### src/rtl/display_pkg.sv
// Shared constants for the 7-segment view sequencer: view codes, debounce states, digit selects.
// Latency: n/a (declarations only).
// Backpressure: n/a.
package display_pkg;

   localparam logic [1:0] VIEW_PC  = 2'd0;
   localparam logic [1:0] VIEW_RS  = 2'd1;
   localparam logic [1:0] VIEW_RT  = 2'd2;
   localparam logic [1:0] VIEW_ALU = 2'd3;

   typedef enum logic [1:0] {
      IDLE       = 2'd0,
      PRESS_WAIT = 2'd1,
      HELD       = 2'd2,
      REL_WAIT   = 2'd3
   } db_state_t;

   localparam logic [3:0] SEL_BLANK = 4'b1111;
   localparam logic [3:0] SEL_DIG0  = 4'b0111;
   localparam logic [3:0] SEL_DIG1  = 4'b1011;
   localparam logic [3:0] SEL_DIG2  = 4'b1101;
   localparam logic [3:0] SEL_DIG3  = 4'b1110;

   // Digit index used after a blanking event, so the next scan step lands on digit 0.
   localparam logic [1:0] DIGIT_LAST = 2'd3;

   function automatic logic [3:0] sel_decode(input logic [1:0] idx);
      logic [3:0] sel;
      case (idx)
         2'd0:    sel = SEL_DIG0;
         2'd1:    sel = SEL_DIG1;
         2'd2:    sel = SEL_DIG2;
         default: sel = SEL_DIG3;
      endcase
      return sel;
   endfunction

endpackage

### src/rtl/display_view_ctrl_if.sv
// Button input and display-side outputs of the view sequencer (auto_en only with DISPLAY_AUTO_CYCLE_EN).
// Latency: n/a (wiring only).
// Backpressure: none; all outputs are free-running level/pulse signals.
interface display_view_if;
   import display_pkg::*;

   logic       btn_next;
`ifdef DISPLAY_AUTO_CYCLE_EN
   logic       auto_en;
`endif
   logic [1:0] view;
   logic       view_changed;
   logic       scan_tick;
   logic [1:0] digit_idx;
   logic [3:0] select;

   modport master (
`ifdef DISPLAY_AUTO_CYCLE_EN
      output auto_en,
`endif
      output btn_next,
      input  view, view_changed, scan_tick, digit_idx, select
   );

   modport slave (
`ifdef DISPLAY_AUTO_CYCLE_EN
      input  auto_en,
`endif
      input  btn_next,
      output view, view_changed, scan_tick, digit_idx, select
   );
endinterface

### src/rtl/display_view_ctrl_btn_debounce.sv
// Synchronises the raw button and emits one step pulse per debounced press.
// Latency: step fires DEBOUNCE_CYCLES+3 cycles after a clean press reaches the pin.
// Backpressure: none; holding the button never repeats, releases must also be stable.
module btn_debounce
   import display_pkg::*;
#(
   parameter int DEBOUNCE_CYCLES = 20000
) (
   input  logic clk_base,
   input  logic rst_n,
   input  logic btn,
   output logic step
);
   localparam int CNT_W = $clog2(DEBOUNCE_CYCLES);
   localparam logic [CNT_W-1:0] CNT_LAST = CNT_W'(DEBOUNCE_CYCLES - 1);

   logic             meta;
   logic             s;
   db_state_t        state, state_nxt;
   logic [CNT_W-1:0] cnt, cnt_nxt;

   // Two-flop synchroniser; nothing else looks at the raw pin.
   always_ff @(posedge clk_base or negedge rst_n) begin
      if (!rst_n) begin
         meta <= 1'b0;
         s    <= 1'b0;
      end else begin
         meta <= btn;
         s    <= meta;
      end
   end

   // Debounce state and stability counter.
   always_ff @(posedge clk_base or negedge rst_n) begin
      if (!rst_n) begin
         state <= IDLE;
         cnt   <= '0;
      end else begin
         state <= state_nxt;
         cnt   <= cnt_nxt;
      end
   end

   // Next state; step is raised only on the press-acceptance transition.
   always_comb begin
      state_nxt = state;
      cnt_nxt   = cnt;
      step      = 1'b0;
      case (state)
         IDLE: begin
            if (s) begin
               state_nxt = PRESS_WAIT;
               cnt_nxt   = '0;
            end
         end
         PRESS_WAIT: begin
            if (!s) begin
               state_nxt = IDLE;
            end else if (cnt == CNT_LAST) begin
               state_nxt = HELD;
               step      = 1'b1;
            end else begin
               cnt_nxt = cnt + 1'b1;
            end
         end
         HELD: begin
            if (!s) begin
               state_nxt = REL_WAIT;
               cnt_nxt   = '0;
            end
         end
         REL_WAIT: begin
            if (s) begin
               state_nxt = HELD;
            end else if (cnt == CNT_LAST) begin
               state_nxt = IDLE;
            end else begin
               cnt_nxt = cnt + 1'b1;
            end
         end
         default: state_nxt = IDLE;
      endcase
   end
endmodule

### src/rtl/display_view_ctrl.sv
// View selector and digit-scan sequencer for the 4-digit display; DISPLAY_AUTO_CYCLE_EN adds auto-advance.
// Latency: view and view_changed update on the edge after a step; scan_tick every SCAN_DIV cycles.
// Backpressure: none; a step restarts the scan blanked and wins over a coincident scan tick.
module display_view_ctrl
   import display_pkg::*;
#(
   parameter int DEBOUNCE_CYCLES = 20000,
   parameter int SCAN_DIV        = 40000,
   parameter int AUTO_CYCLES     = 50000000
) (
   input logic          clk_base,
   input logic          rst_n,
   display_view_if.slave dsp
);
   localparam int SCAN_W = $clog2(SCAN_DIV);
   localparam logic [SCAN_W-1:0] SCAN_LAST = SCAN_W'(SCAN_DIV - 1);

   logic              btn_step;
   logic              auto_step;
   logic              step;
   logic              scan_wrap;
   logic [SCAN_W-1:0] scan_cnt;
   logic [1:0]        digit_nxt;

   btn_debounce #(
      .DEBOUNCE_CYCLES(DEBOUNCE_CYCLES)
   ) u_btn_debounce (
      .clk_base(clk_base),
      .rst_n   (rst_n),
      .btn     (dsp.btn_next),
      .step    (btn_step)
   );

`ifdef DISPLAY_AUTO_CYCLE_EN
   localparam int AUTO_W = $clog2(AUTO_CYCLES);
   localparam logic [AUTO_W-1:0] AUTO_LAST = AUTO_W'(AUTO_CYCLES - 1);

   logic [AUTO_W-1:0] auto_cnt;

   assign auto_step = dsp.auto_en && (auto_cnt == AUTO_LAST);

   // Idle timer: restarts on any step or while auto-advance is disabled.
   always_ff @(posedge clk_base or negedge rst_n) begin
      if (!rst_n) begin
         auto_cnt <= '0;
      end else if (!dsp.auto_en || step) begin
         auto_cnt <= '0;
      end else begin
         auto_cnt <= auto_cnt + 1'b1;
      end
   end
`else
   // Keeps the auto-advance parameter referenced in builds without the timer.
   logic unused_auto;
   assign unused_auto = (AUTO_CYCLES > 1);
   assign auto_step   = 1'b0;
`endif

   // A simultaneous button and auto step collapse into one increment.
   assign step      = btn_step | auto_step;
   assign scan_wrap = (scan_cnt == SCAN_LAST);
   assign digit_nxt = dsp.digit_idx + 2'd1;

   // View register; view_changed marks the first cycle of a new view.
   always_ff @(posedge clk_base or negedge rst_n) begin
      if (!rst_n) begin
         dsp.view         <= VIEW_PC;
         dsp.view_changed <= 1'b0;
      end else begin
         dsp.view_changed <= step;
         if (step) begin
            dsp.view <= dsp.view + 2'd1;
         end
      end
   end

   // Scan divider and digit select; a step blanks and restarts so the next tick shows digit 0.
   always_ff @(posedge clk_base or negedge rst_n) begin
      if (!rst_n) begin
         scan_cnt      <= '0;
         dsp.scan_tick <= 1'b0;
         dsp.digit_idx <= DIGIT_LAST;
         dsp.select    <= SEL_BLANK;
      end else if (step) begin
         scan_cnt      <= '0;
         dsp.scan_tick <= 1'b0;
         dsp.digit_idx <= DIGIT_LAST;
         dsp.select    <= SEL_BLANK;
      end else begin
         dsp.scan_tick <= scan_wrap;
         if (scan_wrap) begin
            scan_cnt      <= '0;
            dsp.digit_idx <= digit_nxt;
            dsp.select    <= sel_decode(digit_nxt);
         end else begin
            scan_cnt <= scan_cnt + 1'b1;
         end
      end
   end
endmodule

### src/flat_wrapper.sv
// flat-port wrapper written by rule: the top's interface ports become plain ports
module display_view_ctrl_flat import display_pkg::*;
#(
   parameter int DEBOUNCE_CYCLES = 20000,
   parameter int SCAN_DIV        = 40000,
   parameter int AUTO_CYCLES     = 50000000
)
  (clk_base, rst_n, dsp_btn_next, dsp_view, dsp_view_changed, dsp_scan_tick, dsp_digit_idx, dsp_select);
  display_view_if dsp_i ();
  input logic clk_base;
  input logic rst_n;
  input wire logic [$bits(dsp_i.btn_next)-1:0] dsp_btn_next;
  output wire logic [$bits(dsp_i.view)-1:0] dsp_view;
  output wire logic [$bits(dsp_i.view_changed)-1:0] dsp_view_changed;
  output wire logic [$bits(dsp_i.scan_tick)-1:0] dsp_scan_tick;
  output wire logic [$bits(dsp_i.digit_idx)-1:0] dsp_digit_idx;
  output wire logic [$bits(dsp_i.select)-1:0] dsp_select;
  assign dsp_i.btn_next = dsp_btn_next;
  assign dsp_view = dsp_i.view;
  assign dsp_view_changed = dsp_i.view_changed;
  assign dsp_scan_tick = dsp_i.scan_tick;
  assign dsp_digit_idx = dsp_i.digit_idx;
  assign dsp_select = dsp_i.select;
  display_view_ctrl #(.DEBOUNCE_CYCLES(DEBOUNCE_CYCLES), .SCAN_DIV(SCAN_DIV), .AUTO_CYCLES(AUTO_CYCLES)) u_core (.clk_base(clk_base), .rst_n(rst_n), .dsp(dsp_i));
endmodule
### config.mk
export PLATFORM = sky130hd
export DESIGN_NAME = display_view_ctrl_flat
export DESIGN_NICKNAME = d
export VERILOG_FILES = /design/src/rtl/display_pkg.sv /design/src/rtl/display_view_ctrl_if.sv /design/src/rtl/display_view_ctrl_btn_debounce.sv /design/src/rtl/display_view_ctrl.sv /design/src/flat_wrapper.sv
export SDC_FILE = /design/constraint.sdc
export NUM_CORES = 1
export LEC_CHECK = 0
export ABC_CLOCK_PERIOD_IN_PS = 2600
export BUFFER_PORTS_ARGS = -buffer_cell sky130_fd_sc_hd__buf_2
export CAP_MARGIN = 25
export CORE_MARGIN = 8
export CORE_UTILIZATION = 40
export CTS_CLUSTER_SIZE = 24
export DETAILED_ROUTE_END_ITERATION = 10
export GPL_ROUTABILITY_DRIVEN = 0
export PLACE_DENSITY = 0.61
export SLEW_MARGIN = 25
export SYNTH_ARGS = -nofsm -noshare
export SYNTH_HDL_FRONTEND = slang
export SYNTH_SLANG_ARGS = --single-unit
export TNS_END_PERCENT = 100
### constraint.sdc
create_clock -name clk_base -period 2.6 [get_ports clk_base]
set_input_delay 0.26 -clock clk_base [delete_from_list [all_inputs] [get_ports clk_base]]
set_output_delay 0.26 -clock clk_base [all_outputs]
set_load 0.005 [all_outputs]
==> metrics.md, run 1 <==
| Metric | Value |
|---|---|
| Status | complete, no violations |
| Internal power of the cells | 0.9325 mW |
| Accumulated negative setup slack | 0 ns |
| Post-detailed-route via-to-cell ratio | 5.561 |
| Compound-Gate Fraction of Synth Area | 0.1153 |
| Worst Tran Pin Value | 0.5719 ns |
| Area post-placement | 2454 um^2 |
| Share of layout cells above drive strength 1 | 0.1336 |
| Ports placed on the boundary | 13 |
| Worst Setup Path Type | reg2reg |
| Net switching component of the power | 0.2678 mW |
| Relative max-transition margin | 0.6187 |
| Gr busiest metal | met2 |
| Post-Synth Simple-Gate Area | 0.2565 |
| Routed length per placed instance | 14.64 um |
| Synthesis-to-finish area growth | 10.28% |
| Cts repair resizes | 0 |
| Hold Buf Count CTS | 1 |
| Synth warn | 0 |
| Routing usage on met3 | 0.03993 |
| Clock Root Buffer | clkbuf_8 |
| Startpoint types | register |
| Worst path arrival time | 2.41 ns |
| Required time at the endpoint of the critical path | 2.79 ns |
| Cell taking the most area after synthesis | dfrtp_1 |
| Global-route total usage across every layer | 0.1202 |
| Adder-cell share of the synthesized area | 0.03247 |
| Number of distinct standard cells referenced by the synthesized netlist | 40 |
| Instance count of the mapped netlist | 230 |
| Diodes inserted | 0 |
| Starting Density | 0.4173 |
| Worst vdd ir | 0.0002500 V |
| Category of the worst setup path capture point | register |
| Share of Yosys cell area claimed by the top area cell type | 0.4221 |
| Post-route cell area | 2550 um^2 |
| Number of buffers on the longest clock path | 2 |
| Average size of a mapped cell | 10.05 um^2 |
| DRT iter0 DRCs | 99 |
| Combinational cell fraction of total power | 0.036 |
| Switching part of the total power | 0.2231 |
| Core region area | 5540 um^2 |
| Number of cells traversed by the worst hold path | 1 |
| Drt pass-1 iters | 4 |
| Share of the clock period used by the worst path | 0.8528 |
| Setup violators final | 0 |
| Power density cells | 470.7 nW/um^2 |
| Leading register cell type out of synthesis | dfrtp_1 |
| Number of enable flip-flop cells after synthesis | 0 |
| Relative contribution of sequential cells to total power | 0.598 |
| Overflow left after global routing | 0 |
| Global-route wire length before repair | 8.197 mm |
| CTS Buf Count | 5 |
| Via Count | 1774 |
| Number of global-route vias before repair | 1681 |
| H-tree lvl count | 2 |
| Worst hold path type | in2reg |
| Final max-slew violation count | 0 |
| Combinational family with the most area after synthesis | simple AND/OR/NAND/NOR gates |
| NumNets Final | 256 |
| Post-detail-place hpwl | 3.328 mm |
| Number of rows in the core area | 27 |
| Max Freq | 0.4510 GHz |
| Fillers | 527 |
| Routing usage on met2 | 0.1836 |
| Die boundary width | 92.03 um |
| Sink Count | 45 |
| Buffer count from post-CTS setup fixing | 0 |
| Largest fanout on the critical path | 10 |
| Post-route DRC violation count | 0 |
| Tmin final | 2.217 ns |
| Reg-to-reg setup timing slack | 0.38 ns |
| Clock tree from TritonCTS | done |
| Fin. Hold Viols | 0 |
| Worst reg2reg path depth | 4 |
| Post-synthesis async set-or-reset flop share | 1.000 |
| Synthesized flop and latch total | 45 |
| Fraction of met1 tracks used by global routing | 0.1533 |
| Clock network fraction of total power | 0.367 |
| Sequential cell area fraction in the yosys report | 0.4903 |
| Clock Latency Late Sink | 0.30 ns |
| Total length of routed wires | 4.670 mm |
| IO Port Bufs | 12 |
| Net count after synthesis | 239 |
| Fraction of synthesized area in multiplexers | 0.02219 |
| Area of the die | 8470 um^2 |
| Clock Pin Slew Worst Setup and Hold Paths | 0.08 ns |
| Area of the mapped netlist | 2312 um^2 |
| Standby leakage power | 1.090 nW |
| Final ANT Viol Nets | 0 |
| MaxCap Viol Count | 0 |
| Pin count of the biggest net entering global routing | 25 |
| Chip height | 92.03 um |
| Parity-gate share of the synthesized area counting xor and xnor cells | 0.05682 |
| Antenna violations before repair | 0 |
| Worst clock skew | 0.007750 ns |
| Setup repair after global routing missed its margin | no |
| Ranking of synthesized cells by area | dfrtp_1 (42%), dfstp_2 (6.8%), ha_1 (3.2%) |
[critical path, stage by stage, from the launching register on]
cell and delay [ns]:
dfrtp_1 0.41, or4b_4 0.58, nor4_4 0.48, nand2_1 0.36, and3_1 0.27
[cell usage after synthesis, drive strengths merged, types with 2 or more instances]
cell    count
dfrtp      39
clkbuf      4
and2        6
o21ai      13
nand4       7
mux2i       4
nand3      15
o31ai       7
dfstp       6
nor3        6
o211ai      4
nor2       20
buf         3
xor2        7
and4        4
or4         8
and3        6
nand4b      3
nor4        2
nand2      17
nand2b      5
xnor2       8
ha          6
inv         6
a21oi      13
[power groups by stage]
stage | logic, mW | registers [mW] | clock network, mW
2_1_floorplan | 0.0198 | 0.729 | 0
3_3_place_gp | 0.0429 | 0.730 | 0
3_5_place_dp | 0.0440 | 0.731 | 0
4_1_cts | 0.0452 | 0.717 | 0.459
5_1_grt | 0.0520 | 0.719 | 0.489
6_report | 0.0431 | 0.717 | 0.440
[stage by stage]
step	hold slack, ns	cells	total power [mW]	util	worst slack [ns]
5_1_grt	0.04393	319	1.260	0.4603	0.2065
2_1_floorplan	-0.03559	230	0.7486	-	0.6002
3_5_place_dp	0.2947	311	0.7747	0.4429	0.3989
3_3_place_gp	0.2869	311	0.7732	0.4429	0.4536
4_1_cts	0.05407	319	1.221	0.4603	0.3859
6_report	0.06454	319	1.200	0.4603	0.3826
[final timing paths]
kind,startpoint,end
min in group asynchronous,rst_n,u_core.scan_cnt[9]
min,dsp_btn_next,u_core.u_btn_debounce.meta
max,u_core.u_btn_debounce.cnt[6],u_core.scan_cnt[1]
max reg2reg,u_core.u_btn_debounce.cnt[6],u_core.scan_cnt[1]
min reg2reg,u_core.u_btn_debounce.meta,u_core.u_btn_debounce.s
max in group asynchronous,rst_n,u_core.scan_cnt[0]
[flip-flops by register name, indices dropped and copies added, names as in the netlist, named ones only]
name,cells
u_core.dsp.digit_idx,2
u_core.dsp.scan_tick,1
u_core.dsp.select,4
u_core.dsp.view,2
u_core.dsp.view_changed,1
u_core.scan_cnt,16
u_core.u_btn_debounce.cnt,15
u_core.u_btn_debounce.meta,1
u_core.u_btn_debounce.s,1
u_core.u_btn_debounce.state,1
[layout make-up]
class | instances | area, um^2 | area share
Inverter | 6 | 22.52 | 0.008832
Clock buffer | 7 | 86.33 | 0.03386
Sequential cell | 45 | 1134 | 0.4446
Multi-Input combinational cell | 172 | 1117 | 0.4382
Timing Repair Buffer | 17 | 100.1 | 0.03925
Tap cell | 72 | 90.09 | 0.03533
[layer usage]
layer  wire length (um)  up-vias  share of wire
li1                   -      872              -
met1               2281      874           0.49
met2               2119       22           0.45
met3                200        6          0.043
met4                 68        0          0.015
met5                  0        -              0
[placed cells by master, fill, tap and decap left out, drive strengths merged, types with 2 or more instances in the layout]
cell / Yosys / layout
dfrtp: 39 / 39
nor2: 20 / 20
nand2: 17 / 17
buf: 3 / 16
nand3: 15 / 15
o21ai: 13 / 13
a21oi: 13 / 13
xnor2: 8 / 8
or4: 8 / 8
nand4: 7 / 7
xor2: 7 / 7
o31ai: 7 / 7
clkbuf: 4 / 7
inv: 6 / 6
and3: 6 / 6
nor3: 6 / 6
and2: 6 / 6
ha: 6 / 6
dfstp: 6 / 6
nand2b: 5 / 5
and4: 4 / 4
o211ai: 4 / 4
mux2i: 4 / 4
nand4b: 3 / 3
nor4: 2 / 2
[kinds of logic after synthesis]
kind of cell,after synthesis
flip-flops,45
multiplexers,5
adder cells (fa/ha/maj),6
XOR/XNOR,15
buffers and inverters,13
AND/OR/NAND/NOR,104
AO/OA/AOI/OAI,42
No activity file was read; power rests on OpenSTA's default activity.
==> inputs of run 2 (changes only) <==
- CELL_PAD_IN_SITES_DETAIL_PLACEMENT: not set -> 1
- CELL_PAD_IN_SITES_GLOBAL_PLACEMENT: not set -> 1
- CORE_ASPECT_RATIO: not set -> 1.5
- CORE_MARGIN: 8 -> not set
- PLACE_DENSITY: 0.61 -> 0.73
==> metrics.md, run 2 (synthesis results as in run 1) <==
| Metric | Value |
|---|---|
| Status | complete, no violations |
| Total length of routed wires | 5.130 mm |
| Switching part of the total power | 0.2132 |
| Category of the worst setup path capture point | register |
| Longest individual stage delay on the worst path | 0.56 ns |
| Area of the die | 6095 um^2 |
| Pin count of the biggest net entering global routing | 45 |
| End of the worst register-to-register path | u_core.scan_cnt[9] |
| Drt pass-1 iters | 4 |
| Registers with the most flip-flops | u_core.scan_cnt x16, u_core.u_btn_debounce.cnt x15, u_core.dsp.select x4 |
| Combinational cell fraction of total power | 0.035 |
| Startpoint types | register |
| Die boundary width | 64.08 um |
| Setup violators final | 0 |
| Synthesis-to-finish area growth | 11.85% |
| Share of the clock period used by the worst path | 0.8274 |
| Post-route DRC violation count | 0 |
| Tmin final | 2.151 ns |
| Most common library cell in the layout ignoring fill and taps | dfrtp_1 |
| Net switching component of the power | 0.2732 mW |
| Flip-flop count of the largest register after layout | 16 |
| Series of cell instances along the critical path | or4b_4 > or4_4 > o22ai_4 > nor2_1 |
| Worst clock skew | 0.007887 ns |
| Startpoint of the worst setup timing path | u_core.u_btn_debounce.cnt[8] |
| Worst hold path type | in2reg |
| Accumulated negative setup slack | 0 ns |
| H-tree lvl count | 2 |
| Worst Setup Path Type | reg2reg |
| Most frequent cells in the layout | dfrtp_1 (39), nor2_1 (20), nand2_1 (17) |
| Internal power of the cells | 1.008 mW |
| Share of the core filled with cells in the final layout | 0.4674 |
| Post-detailed-route via-to-cell ratio | 5.728 |
| Register with the most flip-flops | u_core.scan_cnt |
| Placement-stage worst setup slack | 0.4416 ns |
| Routed length per placed instance | 16.03 um |
| Setup repair after global routing missed its margin | no |
| Fin. Hold Viols | 0 |
| Worst reg2reg path depth | 4 |
| Post-detail-place hpwl | 3.777 mm |
| IO Port Bufs | 12 |
| RR Startpoint | u_core.u_btn_debounce.cnt[8] |
| Overflow left after global routing | 0 |
| Worst path arrival time | 2.31 ns |
| CTS Buf Count | 5 |
| Worst vdd ir | 0.0002196 V |
| Number of buffers on the longest clock path | 2 |
| Setup ws final | 0.4487 ns |
| MaxCap Viol Count | 0 |
| Number of global-route vias before repair | 1925 |
| Clock Pin Slew Worst Setup and Hold Paths | 0.08 ns |
| Global-route wire length before repair | 9.052 mm |
| Share of layout cells above drive strength 1 | 0.1440 |
| Antenna violations before repair | 0 |
| Power density cells | 495.4 nW/um^2 |
| Required time at the endpoint of the critical path | 2.76 ns |
| Via Count | 1833 |
| Worst Tran Pin Value | 0.7330 ns |
| Clock Latency Late Sink | 0.29 ns |
| Global-route total usage across every layer | 0.1926 |
| Final max-slew violation count | 0 |
| Reg-to-reg setup timing slack | 0.45 ns |
| Slowest CP cell | or4b_4 |
| Clock tree from TritonCTS | done |
| Relative contribution of sequential cells to total power | 0.561 |
| Sink Count | 45 |
| Diodes inserted | 0 |
| Core region area | 5533 um^2 |
| Relative max-transition margin | 0.5044 |
| DRT iter0 DRCs | 48 |
| Endpoint of the worst setup timing path | u_core.scan_cnt[9] |
| Starting Density | 0.4179 |
| Number of rows in the core area | 33 |
| Clock Root Buffer | clkbuf_8 |
| Ports placed on the boundary | 13 |
| NumNets Final | 258 |
| Fillers | 640 |
| Clock network fraction of total power | 0.404 |
| Standby leakage power | 1.112 nW |
| Largest fanout on the critical path | 14 |
| Max Freq | 0.4648 GHz |
| Chip height | 95.12 um |
| Final ANT Viol Nets | 0 |
| Buffer count from post-CTS setup fixing | 0 |
run 2: changes by cell type in the layout (fill, tap and decap cells not counted):
cell / change
buf_4: +3
bufinv_16: +1
clkbuf_8: -1
buf_2: -1
clkinv_2: +1
run 2: area by class of cell:
cell class	instances	area [um^2]	area share
clock inverter	2	35.03	0.01355
tap	70	87.58	0.03387
timing repair buffer	19	117.6	0.04548
clock buffer	6	72.57	0.02806
inverter	6	22.52	0.008708
multi-input combinational	172	1117	0.4320
sequential	45	1134	0.4383
run 2: repair_timing:
item | in CTS | in global routing
hold buffers | 0 | 1
resized for setup | 0 | 0
hold endpoints to repair | 0 | 20
run 2: through the flow:
stage	hold slack (ns)	cell area [um^2]	power [mW]	std cells
detailed placement	0.3394	2466	0.7772	311
global placement	0.3357	2466	0.7759	311
floorplan	-0.03559	2312	0.7486	230
CTS	0.06491	2574	1.303	319
finish	0.07112	2586	1.281	320
global route	0.05841	2586	1.335	320
run 2: worst min path at each step:
stage	end	from	cells past startpoint
after detailed placement	u_core.u_btn_debounce.s	u_core.u_btn_debounce.meta	0
after CTS	u_core.u_btn_debounce.meta	dsp_btn_next	1
after global placement	u_core.u_btn_debounce.s	u_core.u_btn_debounce.meta	0
after floorplan	async pin	rst_n	0
after global routing	u_core.u_btn_debounce.meta	dsp_btn_next	1
final	u_core.u_btn_debounce.meta	dsp_btn_next	1
run 2: power groups by stage:
stage / clock (mW) / sequential, mW / combinational, mW
floorplan: 0 / 0.729 / 0.0198
global placement: 0 / 0.731 / 0.0445
detailed placement: 0 / 0.732 / 0.0453
CTS: 0.539 / 0.718 / 0.0454
global route: 0.561 / 0.720 / 0.0539
finish: 0.518 / 0.718 / 0.0449
run 2: layer usage:
metal | vias to the layer above | share of wire | GRT usage
li1 | 875 | - | -
met1 | 927 | 0.40 | 0.2096
met2 | 22 | 0.55 | 0.3626
met3 | 9 | 0.015 | 0.03349
met4 | 0 | 0.030 | 0.07955
met5 | - | 0 | 0
run 2: critical path: cells and delay by family, from the launching register on:
family,cells,cell delay (ns)
AO/OA/AOI/OAI,1,0.39
flip-flops,1,0.42
AND/OR/NAND/NOR,3,1.21
==> inputs of run 3 (changes only) <==
- ABC_CLOCK_PERIOD_IN_PS: 2600 -> 2100
- clock period: 2.6 -> 2.1 ns (I/O delays scaled with it)
==> metrics.md, run 3 (synthesis results as in run 1) <==
| Metric | Value |
|---|---|
| Relative max-transition margin | 0.4757 |
| Core region area | 5533 um^2 |
| Share of the clock period used by the worst path | 0.9706 |
| Post-route DRC violation count | 0 |
| Drt pass-1 iters | 4 |
| Via Count | 1848 |
| Combinational cell fraction of total power | 0.037 |
| Registers with the most flip-flops | u_core.scan_cnt x16, u_core.u_btn_debounce.cnt x15, u_core.dsp.select x4 |
| Pin count of the biggest net entering global routing | 46 |
| Clock Pin Slew Worst Setup and Hold Paths | 0.09 ns |
| Setup repair after global routing missed its margin | yes |
| Final max-slew violation count | 0 |
| Chip height | 95.12 um |
| Global-route total usage across every layer | 0.2004 |
| Post-detail-place hpwl | 3.976 mm |
| Area post-placement | 2546 um^2 |
| Setup ws final | 0.06175 ns |
| Fin. Hold Viols | 16 |
| DRT iter0 DRCs | 56 |
| Overflow left after global routing | 0 |
| Post-detailed-route via-to-cell ratio | 5.634 |
| Hold Buf Count CTS | 0 |
| Clock Latency Late Sink | 0.30 ns |
| Startpoint types | register |
| Accumulated negative setup slack | 0 ns |
| Routed length per placed instance | 16.65 um |
| Status | finished, violations left |
| Post-route cell area | 2643 um^2 |
| Number of rows in the core area | 33 |
| CTS Buf Count | 5 |
| Most frequent cells in the layout | dfrtp_1 (39), nor2_1 (20), nand2_1 (16) |
| Switching part of the total power | 0.2497 |
| Max Freq | 0.4906 GHz |
| MaxCap Viol Count | 0 |
| Starting Density | 0.4179 |
| Required time at the endpoint of the critical path | 2.30 ns |
| IO Port Bufs | 12 |
| Fillers | 664 |
| Synthesis-to-finish area growth | 14.29% |
| Number of buffers on the longest clock path | 2 |
| Worst clock skew | 0.007886 ns |
| Register with the most flip-flops | u_core.scan_cnt |
| Power density cells | 570.3 nW/um^2 |
| Relative contribution of sequential cells to total power | 0.590 |
| Flip-flop count of the largest register after layout | 16 |
| Clock network fraction of total power | 0.373 |
| H-tree lvl count | 2 |
| Largest fanout on the critical path | 4 |
| Diodes inserted | 0 |
| Worst path arrival time | 2.23 ns |
| Number of global-route vias before repair | 1956 |
| Antenna violations before repair | 0 |
| Startpoint of the worst setup timing path | u_core.u_btn_debounce.cnt[6] |
| Die boundary width | 64.08 um |
| Placed instance count | 320 |
| Clock tree from TritonCTS | done |
| Failing checks | negative hold slack |
| NumNets Final | 266 |
| Worst vdd ir | 0.0002692 V |
| Sequential Area | 1134 um^2 |
| Final ANT Viol Nets | 0 |
| Share of layout cells above drive strength 1 | 0.1860 |
| Net switching component of the power | 0.3763 mW |
| Worst hold path type | in2async |
| Worst Tran Pin Value | 0.7836 ns |
| Standby leakage power | 1.143 nW |
| Internal power of the cells | 1.131 mW |
| Worst Setup Path Type | reg2reg |
| RR Startpoint | u_core.u_btn_debounce.cnt[6] |
| Total length of routed wires | 5.460 mm |
| Final Hold Slack | -0.02445 ns |
| Category of the worst setup path capture point | register |
| Placement-stage worst setup slack | 0.06825 ns |
| Area of the die | 6095 um^2 |
| Non-filler cells, final | 328 |
| Area occupied by multi-input gates | 1124 um^2 |
| Setup violators final | 0 |
| Clock Root Buffer | clkbuf_8 |
| Tmin final | 2.038 ns |
| Global-route wire length before repair | 9.301 mm |
| Ports placed on the boundary | 13 |
| Most common library cell in the layout ignoring fill and taps | dfrtp_1 |
| Sink Count | 45 |
## run 3: cell types whose count changed in the layout (fill, tap and decap cells not counted), sizes merged
cell         previous run  this run
dlygate4sd3             1         0
bufinv                  1         0
clkinvlp                0         1
clkbuf                  6         5
inv                     6         7
buf                    18        27
## run 3: layout make-up
class / instances / area share
Clock inverter: 3 / 0.008049
Tap cell: 70 / 0.03314
Clock buffer: 5 / 0.02604
Timing Repair Buffer: 27 / 0.07008
Inverter: 6 / 0.008523
Multi-Input combinational cell: 172 / 0.4252
Sequential cell: 45 / 0.4290
## run 3: power by group through the flow
stage | clock network [mW] | registers (mW) | logic (mW)
finish | 0.562 | 0.889 | 0.0553
global route | 0.612 | 0.892 | 0.0640
CTS | 0.580 | 0.889 | 0.0575
detailed placement | 0 | 0.906 | 0.0575
global placement | 0 | 0.906 | 0.0550
floorplan | 0 | 0.902 | 0.0245
## run 3: repair_timing
action | 4_1_cts | 5_1_grt
endpoints found under the setup margin | 0 | 5
resized for setup | 0 | 2
buffers inserted | 0 | 0
## run 3: final timing paths
kind	end	slack, ns	depth (start not counted)
setup / recovery	register	0.06	5
hold / removal	u_core.scan_cnt[13]	-0.02	2
setup reg to reg	register	0.06	5
hold reg to reg	u_core.u_btn_debounce.s	0.37	0
max in group asynchronous	u_core.u_btn_debounce.cnt[8]	1.71	2
min in group clk_base	u_core.u_btn_debounce.meta	0.01	1
## run 3: metrics by stage
stage | util | power (mW)
2_1_floorplan | - | 0.9268
3_3_place_gp | 0.4602 | 0.9608
3_5_place_dp | 0.4602 | 0.9632
4_1_cts | 0.4765 | 1.527
5_1_grt | 0.4776 | 1.568
6_report | 0.4776 | 1.507
## run 3: worst max-delay path, cell delays in order, from the launching register on
cell and delay, ns:
dfrtp_1 0.41, or4b_4 0.55, buf_4 0.16, nor4_4 0.30, buf_4 0.19, mux2_2 0.33
## run 3: per-layer routing
metal / wire [um] / global-route usage / vias to the layer above
li1: - / - / 888
met1: 2234 / 0.2086 / 941
met2: 3074 / 0.4025 / 13
met3: 76 / 0.02512 / 6
met4: 74 / 0.06818 / 0
met5: 0 / 0 / -
